## src/rtl/fetch_queue_if.sv

```systemverilog
// Port bundle for fetch_queue: PC-stage request/stall, instruction-memory port, decode handshake.
interface fetch_queue_if #(
  parameter int unsigned DEPTH = 4,
  parameter int unsigned DW    = 32,
  parameter int unsigned AW    = 32
);
  logic [AW-1:0]            pc_i;
  logic                     pc_ce_i;
  logic                     flush_i;
  logic                     stall_pc_o;
  logic                     imem_en_o;
  logic [AW-1:0]            imem_addr_o;
  logic [DW-1:0]            imem_rdata_i;
  logic                     id_valid_o;
  logic                     id_ready_i;
  logic [DW-1:0]            id_inst_o;
  logic [AW-1:0]            id_pc_o;
  logic                     id_exc_o;
  logic [$clog2(DEPTH):0]   count_o;

  // Fetch-queue side.
  modport master (
    input  pc_i, pc_ce_i, flush_i, imem_rdata_i, id_ready_i,
    output stall_pc_o, imem_en_o, imem_addr_o, id_valid_o, id_inst_o, id_pc_o, id_exc_o,
           count_o
  );

  // PC stage / memory / decode side.
  modport slave (
    output pc_i, pc_ce_i, flush_i, imem_rdata_i, id_ready_i,
    input  stall_pc_o, imem_en_o, imem_addr_o, id_valid_o, id_inst_o, id_pc_o, id_exc_o,
           count_o
  );
endinterface

```

## src/rtl/fetch_queue.sv

```systemverilog
// Instruction-fetch queue: issues 1-cycle imem reads and buffers {pc, inst} pairs for decode.
// Optional FETCH_ALIGN_CHECK_EN: misaligned PCs enqueue a NOP tagged with a fetch exception.
module fetch_queue #(
  parameter int unsigned DEPTH = 4,
  parameter int unsigned DW    = 32,
  parameter int unsigned AW    = 32
) (
  input logic           clk,
  input logic           rst,
  fetch_queue_if.master bus
);
  localparam int unsigned PW = $clog2(DEPTH);
  localparam int unsigned CW = PW + 1;
  localparam logic [CW:0] DepthCredit = (CW+1)'(DEPTH);

  logic [PW-1:0] wr_ptr_q, wr_ptr_d, rd_ptr_q, rd_ptr_d;
  logic [CW-1:0] count_q, count_d;
  logic          inflight_q;
  logic [AW-1:0] fetch_pc_q, fetch_pc_d;
  logic [DW-1:0] inst_mem [DEPTH];
  logic [AW-1:0] pc_mem [DEPTH];
  logic [DW-1:0] push_inst;
  logic [CW:0]   credit;
  logic          id_valid, pop, push, issue, misaligned;

  assign id_valid = (count_q != '0);
  assign pop      = id_valid & bus.id_ready_i & ~bus.flush_i;
  // Returning data lands one cycle after issue; flush discards it.
  assign push     = inflight_q & ~bus.flush_i;

  // Occupancy plus the outstanding read, with this cycle's pop already freeing its slot.
  assign credit = {1'b0, count_q} - {{CW{1'b0}}, pop} + {{CW{1'b0}}, inflight_q};
  assign issue  = rst & bus.pc_ce_i & ~bus.flush_i & (credit < DepthCredit);

  assign bus.stall_pc_o  = rst & bus.pc_ce_i & ~bus.flush_i & ~issue;
  assign bus.imem_en_o   = issue & ~misaligned;
  assign bus.imem_addr_o = {bus.pc_i[AW-1:2], 2'b00};

`ifdef FETCH_ALIGN_CHECK_EN
  logic fetch_exc_q;
  logic fetch_exc_d;
  logic exc_mem [DEPTH];

  assign misaligned  = (bus.pc_i[1:0] != 2'b00);
  assign fetch_pc_d  = issue ? bus.pc_i : fetch_pc_q;
  assign fetch_exc_d = issue ? misaligned : fetch_exc_q;
  // A faulting fetch never read memory; it occupies its slot as a NOP.
  assign push_inst   = fetch_exc_q ? '0 : bus.imem_rdata_i;

  always_ff @(posedge clk or negedge rst) begin
    if (!rst) begin
      fetch_exc_q <= 1'b0;
    end else begin
      fetch_exc_q <= fetch_exc_d;
    end
  end

  always_ff @(posedge clk) begin
    if (push) begin
      exc_mem[wr_ptr_q] <= fetch_exc_q;
    end
  end

  assign bus.id_exc_o = id_valid & exc_mem[rd_ptr_q];
`else
  logic unused_pc_lsb;

  assign unused_pc_lsb = ^bus.pc_i[1:0];
  assign misaligned    = 1'b0;
  assign fetch_pc_d    = issue ? {bus.pc_i[AW-1:2], 2'b00} : fetch_pc_q;
  assign push_inst     = bus.imem_rdata_i;
  assign bus.id_exc_o  = 1'b0;
`endif

  always_comb begin
    wr_ptr_d = wr_ptr_q;
    rd_ptr_d = rd_ptr_q;
    count_d  = count_q;
    if (bus.flush_i) begin
      wr_ptr_d = '0;
      rd_ptr_d = '0;
      count_d  = '0;
    end else begin
      if (push) wr_ptr_d = wr_ptr_q + PW'(1);
      if (pop)  rd_ptr_d = rd_ptr_q + PW'(1);
      count_d = count_q + CW'(push) - CW'(pop);
    end
  end

  always_ff @(posedge clk or negedge rst) begin
    if (!rst) begin
      wr_ptr_q   <= '0;
      rd_ptr_q   <= '0;
      count_q    <= '0;
      inflight_q <= 1'b0;
      fetch_pc_q <= '0;
    end else begin
      wr_ptr_q   <= wr_ptr_d;
      rd_ptr_q   <= rd_ptr_d;
      count_q    <= count_d;
      inflight_q <= issue;
      fetch_pc_q <= fetch_pc_d;
    end
  end

  always_ff @(posedge clk) begin
    if (push) begin
      inst_mem[wr_ptr_q] <= push_inst;
      pc_mem[wr_ptr_q]   <= fetch_pc_q;
    end
  end

  // Storage is not reset, so empty-queue outputs are forced to zero.
  assign bus.id_valid_o = id_valid;
  assign bus.id_inst_o  = id_valid ? inst_mem[rd_ptr_q] : '0;
  assign bus.id_pc_o    = id_valid ? pc_mem[rd_ptr_q] : '0;
  assign bus.count_o    = count_q;
endmodule
```

## src/flat_wrapper.sv

```systemverilog
// flat-port wrapper written by rule: the top's interface ports become plain ports
module fetch_queue_flat 
#(
  parameter int unsigned DEPTH = 4,
  parameter int unsigned DW    = 32,
  parameter int unsigned AW    = 32
)
  (clk, rst, bus_pc_i, bus_pc_ce_i, bus_flush_i, bus_imem_rdata_i, bus_id_ready_i, bus_stall_pc_o, bus_imem_en_o, bus_imem_addr_o, bus_id_valid_o, bus_id_inst_o, bus_id_pc_o, bus_id_exc_o, bus_count_o);
  fetch_queue_if #(.DEPTH(DEPTH), .DW(DW), .AW(AW)) bus_i ();
  input logic clk;
  input logic rst;
  input wire logic [$bits(bus_i.pc_i)-1:0] bus_pc_i;
  input wire logic [$bits(bus_i.pc_ce_i)-1:0] bus_pc_ce_i;
  input wire logic [$bits(bus_i.flush_i)-1:0] bus_flush_i;
  input wire logic [$bits(bus_i.imem_rdata_i)-1:0] bus_imem_rdata_i;
  input wire logic [$bits(bus_i.id_ready_i)-1:0] bus_id_ready_i;
  output wire logic [$bits(bus_i.stall_pc_o)-1:0] bus_stall_pc_o;
  output wire logic [$bits(bus_i.imem_en_o)-1:0] bus_imem_en_o;
  output wire logic [$bits(bus_i.imem_addr_o)-1:0] bus_imem_addr_o;
  output wire logic [$bits(bus_i.id_valid_o)-1:0] bus_id_valid_o;
  output wire logic [$bits(bus_i.id_inst_o)-1:0] bus_id_inst_o;
  output wire logic [$bits(bus_i.id_pc_o)-1:0] bus_id_pc_o;
  output wire logic [$bits(bus_i.id_exc_o)-1:0] bus_id_exc_o;
  output wire logic [$bits(bus_i.count_o)-1:0] bus_count_o;
  assign bus_i.pc_i = bus_pc_i;
  assign bus_i.pc_ce_i = bus_pc_ce_i;
  assign bus_i.flush_i = bus_flush_i;
  assign bus_i.imem_rdata_i = bus_imem_rdata_i;
  assign bus_i.id_ready_i = bus_id_ready_i;
  assign bus_stall_pc_o = bus_i.stall_pc_o;
  assign bus_imem_en_o = bus_i.imem_en_o;
  assign bus_imem_addr_o = bus_i.imem_addr_o;
  assign bus_id_valid_o = bus_i.id_valid_o;
  assign bus_id_inst_o = bus_i.id_inst_o;
  assign bus_id_pc_o = bus_i.id_pc_o;
  assign bus_id_exc_o = bus_i.id_exc_o;
  assign bus_count_o = bus_i.count_o;
  fetch_queue #(.DEPTH(DEPTH), .DW(DW), .AW(AW)) u_core (.clk(clk), .rst(rst), .bus(bus_i));
endmodule
```

## config.mk

```make
export PLATFORM = sky130hd
export DESIGN_NAME = fetch_queue_flat
export DESIGN_NICKNAME = d
export VERILOG_FILES = /design/src/rtl/fetch_queue_if.sv /design/src/rtl/fetch_queue.sv /design/src/flat_wrapper.sv
export SDC_FILE = /design/constraint.sdc
export NUM_CORES = 1
export LEC_CHECK = 0
export ABC_AREA = 1
export CAP_MARGIN = 20
export CORE_MARGIN = 1
export CORE_UTILIZATION = 43
export CTS_CLUSTER_SIZE = 20
export DETAILED_ROUTE_END_ITERATION = 8
export PLACE_DENSITY_LB_ADDON = 0.12
export SLEW_MARGIN = 20
export SYNTH_ARGS = -nofsm -noshare
export SYNTH_HDL_FRONTEND = slang
export SYNTH_SLANG_ARGS = --single-unit
```

## constraint.sdc

```tcl
create_clock -name clk -period 3.6 [get_ports clk]
set_input_delay 1.08 -clock clk [delete_from_list [all_inputs] [get_ports clk]]
set_output_delay 1.08 -clock clk [all_outputs]
set_load 0.05 [all_outputs]
```

==> results of run 1 <==
==> worst max path at each step <==
stage / end / slack [ns] / cells past startpoint
after CTS: bus_imem_en_o / -0.1 / 13
after floorplan: u_core.inst_mem[0][0] / -0.86 / 3
after detailed placement: bus_imem_en_o / -0.69 / 13
final: bus_stall_pc_o / -0.08 / 13
after global routing: bus_imem_en_o / -0.16 / 13
after global placement: bus_stall_pc_o / -0.65 / 13
==> repair_timing <==
item,4_1_cts,5_1_grt
gates resized for setup,15,3
buffers inserted,1,2
setup endpoints to repair,36,64
pin swaps,7,3
==> report_power, final <==
| group | internal, uW | switching (uW) | total, uW |
|---|---|---|---|
| Sequential | 4030 | 238 | 4270 |
| Clock | 1910 | 1180 | 3100 |
| Combinational | 2150 | 3510 | 5670 |
| Total | 8100 | 4930 | 13000 |
==> logic make-up after synthesis <==
logic type | synth area share (%)
simple gates | 12.7
flops | 71.9
compound gates | 8.38
buf+inv | 5.95
fa+ha+maj | 1.03
other cells | 0.0321
==> per-layer routing <==
metal,wire (um),part of all wire (%),vias to the layer above,global-route usage (%)
li1,-,-,3631,-
met1,11600,45,3564,25.2
met2,12500,48,202,32.5
met3,1270,4.9,41,3.28
met4,484,1.9,0,5.35
met5,0,0,-,0
==> cell usage in the layout (no fill, tap or decap), types with 2 or more instances in the layout <==
cell type,netlist,routed
a21oi_1,64,64
buf_12,0,75
buf_4,40,49
bufinv_16,0,4
clkbuf_1,20,9
clkbuf_16,0,29
clkbuf_8,0,7
clkdlybuf4s50_1,0,66
clkinv_2,0,3
clkinvlp_4,0,2
conb_1,1,5
dfrtp_1,38,35
dfrtp_2,0,2
edfxtp_1,248,248
ha_1,8,6
inv_1,21,17
inv_2,1,3
nand2_1,68,67
nand3_4,1,2
nand4_1,30,30
nor2_1,265,258
nor2_2,1,3
nor2_4,0,5
o21ai_0,96,96
o21ai_1,31,31
==> critical path: stages <==
cell,delay [ns]
buf_8,0.08
inv_8,0.03
nor2_4,0.10
inv_2,0.05
nor2_2,0.09
ha_2,0.20
inv_2,0.05
ha_4,0.26
nand3_4,0.07
a21oi_4,0.22
buf_4,0.15
a21boi_4,0.06
buf_6,0.15
==> state kept, by name, indices dropped and copies added, names as in the netlist <==
register,count
u_core.pc_mem,120
u_core.rd_ptr_q,2
u_core.wr_ptr_q,2
u_core.bus.count_o,3
u_core.fetch_pc_q,30
u_core.inst_mem,128
u_core.inflight_q,1
==> layout make-up <==
type | count | area share [%]
Clock inverter | 9 | 0.996
Timing Repair Buffer | 194 | 16.9
Tap cell | 335 | 2.76
Inverter | 24 | 0.683
Multi-Input combinational cell | 575 | 17.7
Sequential cell | 286 | 55.3
Clock buffer | 45 | 5.63
==> through the flow <==
stage	instance area, um^2	std cells	setup WS [ns]	total power [uW]
finish	15200	1468	-0.0845	13000
global route	15200	1468	-0.162	13600
CTS	15200	1466	-0.0992	13100
detailed placement	14100	1411	-0.694	10000
global placement	14100	1411	-0.651	9950
floorplan	11700	978	-0.859	7420
==> qor.yml, run 1 <==
status: "complete, but fails checks"
violations: "setup timing"
grt_max_degree: 126
yosysMostFrequentCell: "nor2_1"
via_count: 7438
grt.overflow.total: 0
die_y_um: 167
drtAntennaViolNets: 0
cts.path.max_buffers: 3
cts_tree: "yes"
core_area_um2: 26400
critPathKind: "input port to output pin"
fillerInstances: 2150
syn_inst: 974
fin_nets: 1188
crit_start: "bus_id_ready_i"
io_pins: 172
num_rows: 59
pwr_density_cell_nw_per_um2: 857
dr.pass1.iters: 4
layout_min_cycle_time_ns: 3.68
min_from: "u_core.fetch_pc_q[12]"
wl_per_cell_um: 17.6
yosys.area.top_type: "edfxtp_1"
start_util_pct: 44.3
cts_inserted_buffers: 29
clock_skew_ns: 0.0144
synth.distinct_cells: 27
clock-root-buffer: "clkbuf_16"
port_buffers: 164
min_path_cells: 0
rsz0062_at_grt: "true"
report.final.hold_viol_count: 0
ys_seq_area_share_pct: 71.9
clk_pin_slew_ns: 0.06
fin_util_pct: 57.7
cap_viol_max_count: 0
grt_pass1_wl_um: 41000
antenna_found_initial: 0
rrSetupSlack_ns: 1.32
crit_fanout: 4
crit_path_end_kind: "output pin"
routed_wl_um: 25900
avgSynthCellArea_um2: 12.0
fin_ws_ns: -0.0845
yosysWarnings: 0
grt_use_total_pct: 19.1
cts_hold_buf: 0
reg2reg_depth: 12
setup_viol: 4
ys_ff_latch: 286
drtIter0Drc: 476
max_slew.worst_pin.slew_ns: 0.923
numClockSinks: 286
multi_input_area_um2: 2700
dp_hpwl_um: 14300
max_freq_mhz: 271
netlist_top_cells_count: "265 x nor2_1, 248 x edfxtp_1, 96 x o21ai_0"
via_per_inst: 5.07
die_w_um: 167
dieArea_um2: 27800
grt_pass1_vias: 7422
finalCritPeriodShare_pct: 102
syn_area_um2: 11700
min_path_type: "register to register"
p_leak_uw: 0.00556
hold_slack_ns: 0.509
async_reset_ff_share_pct: 13.3
cp.arrival_ns: 2.60
worstSkewPairLatency_ns: 0.54
ir_drop_mv: 0.539
synth_top_area_share_pct: 63.7
htreeDepth: 1
fin_setup_tns_ns: -0.177
slew_headroom_pct: 38.4
synth_edf_count: 248
reg2reg_to: "u_core.fetch_pc_q[2]"
seq_area_um2: 8400
route.detailed.drc: 0
startpoint_type: "input port"
required_ns: 2.52
area_delta_synth_final_pct: 30.1
diodes: 0
r2r-start: "u_core.bus.count_o[1]"
gp_congestion: 0.735
drive_gt1_share_pct: 17.5
slew_violations: 0
synth.area.top_cells: "edfxtp_1 64%, nor2_1 8.5%, dfrtp_1 8.1%, o21ai_0 4.1%, a21oi_1 2.7%"
ys.flop_type: "edfxtp_1"
hold_path_end: "u_core.pc_mem[3][10]"
Note: power is estimated with default switching activity, not from simulation.
==> inputs of run 2 (changes only) <==
- CAP_MARGIN: 20 -> default
==> results of run 2 <==
No change in the layout: final DEF, timing and power equal those of run 1.
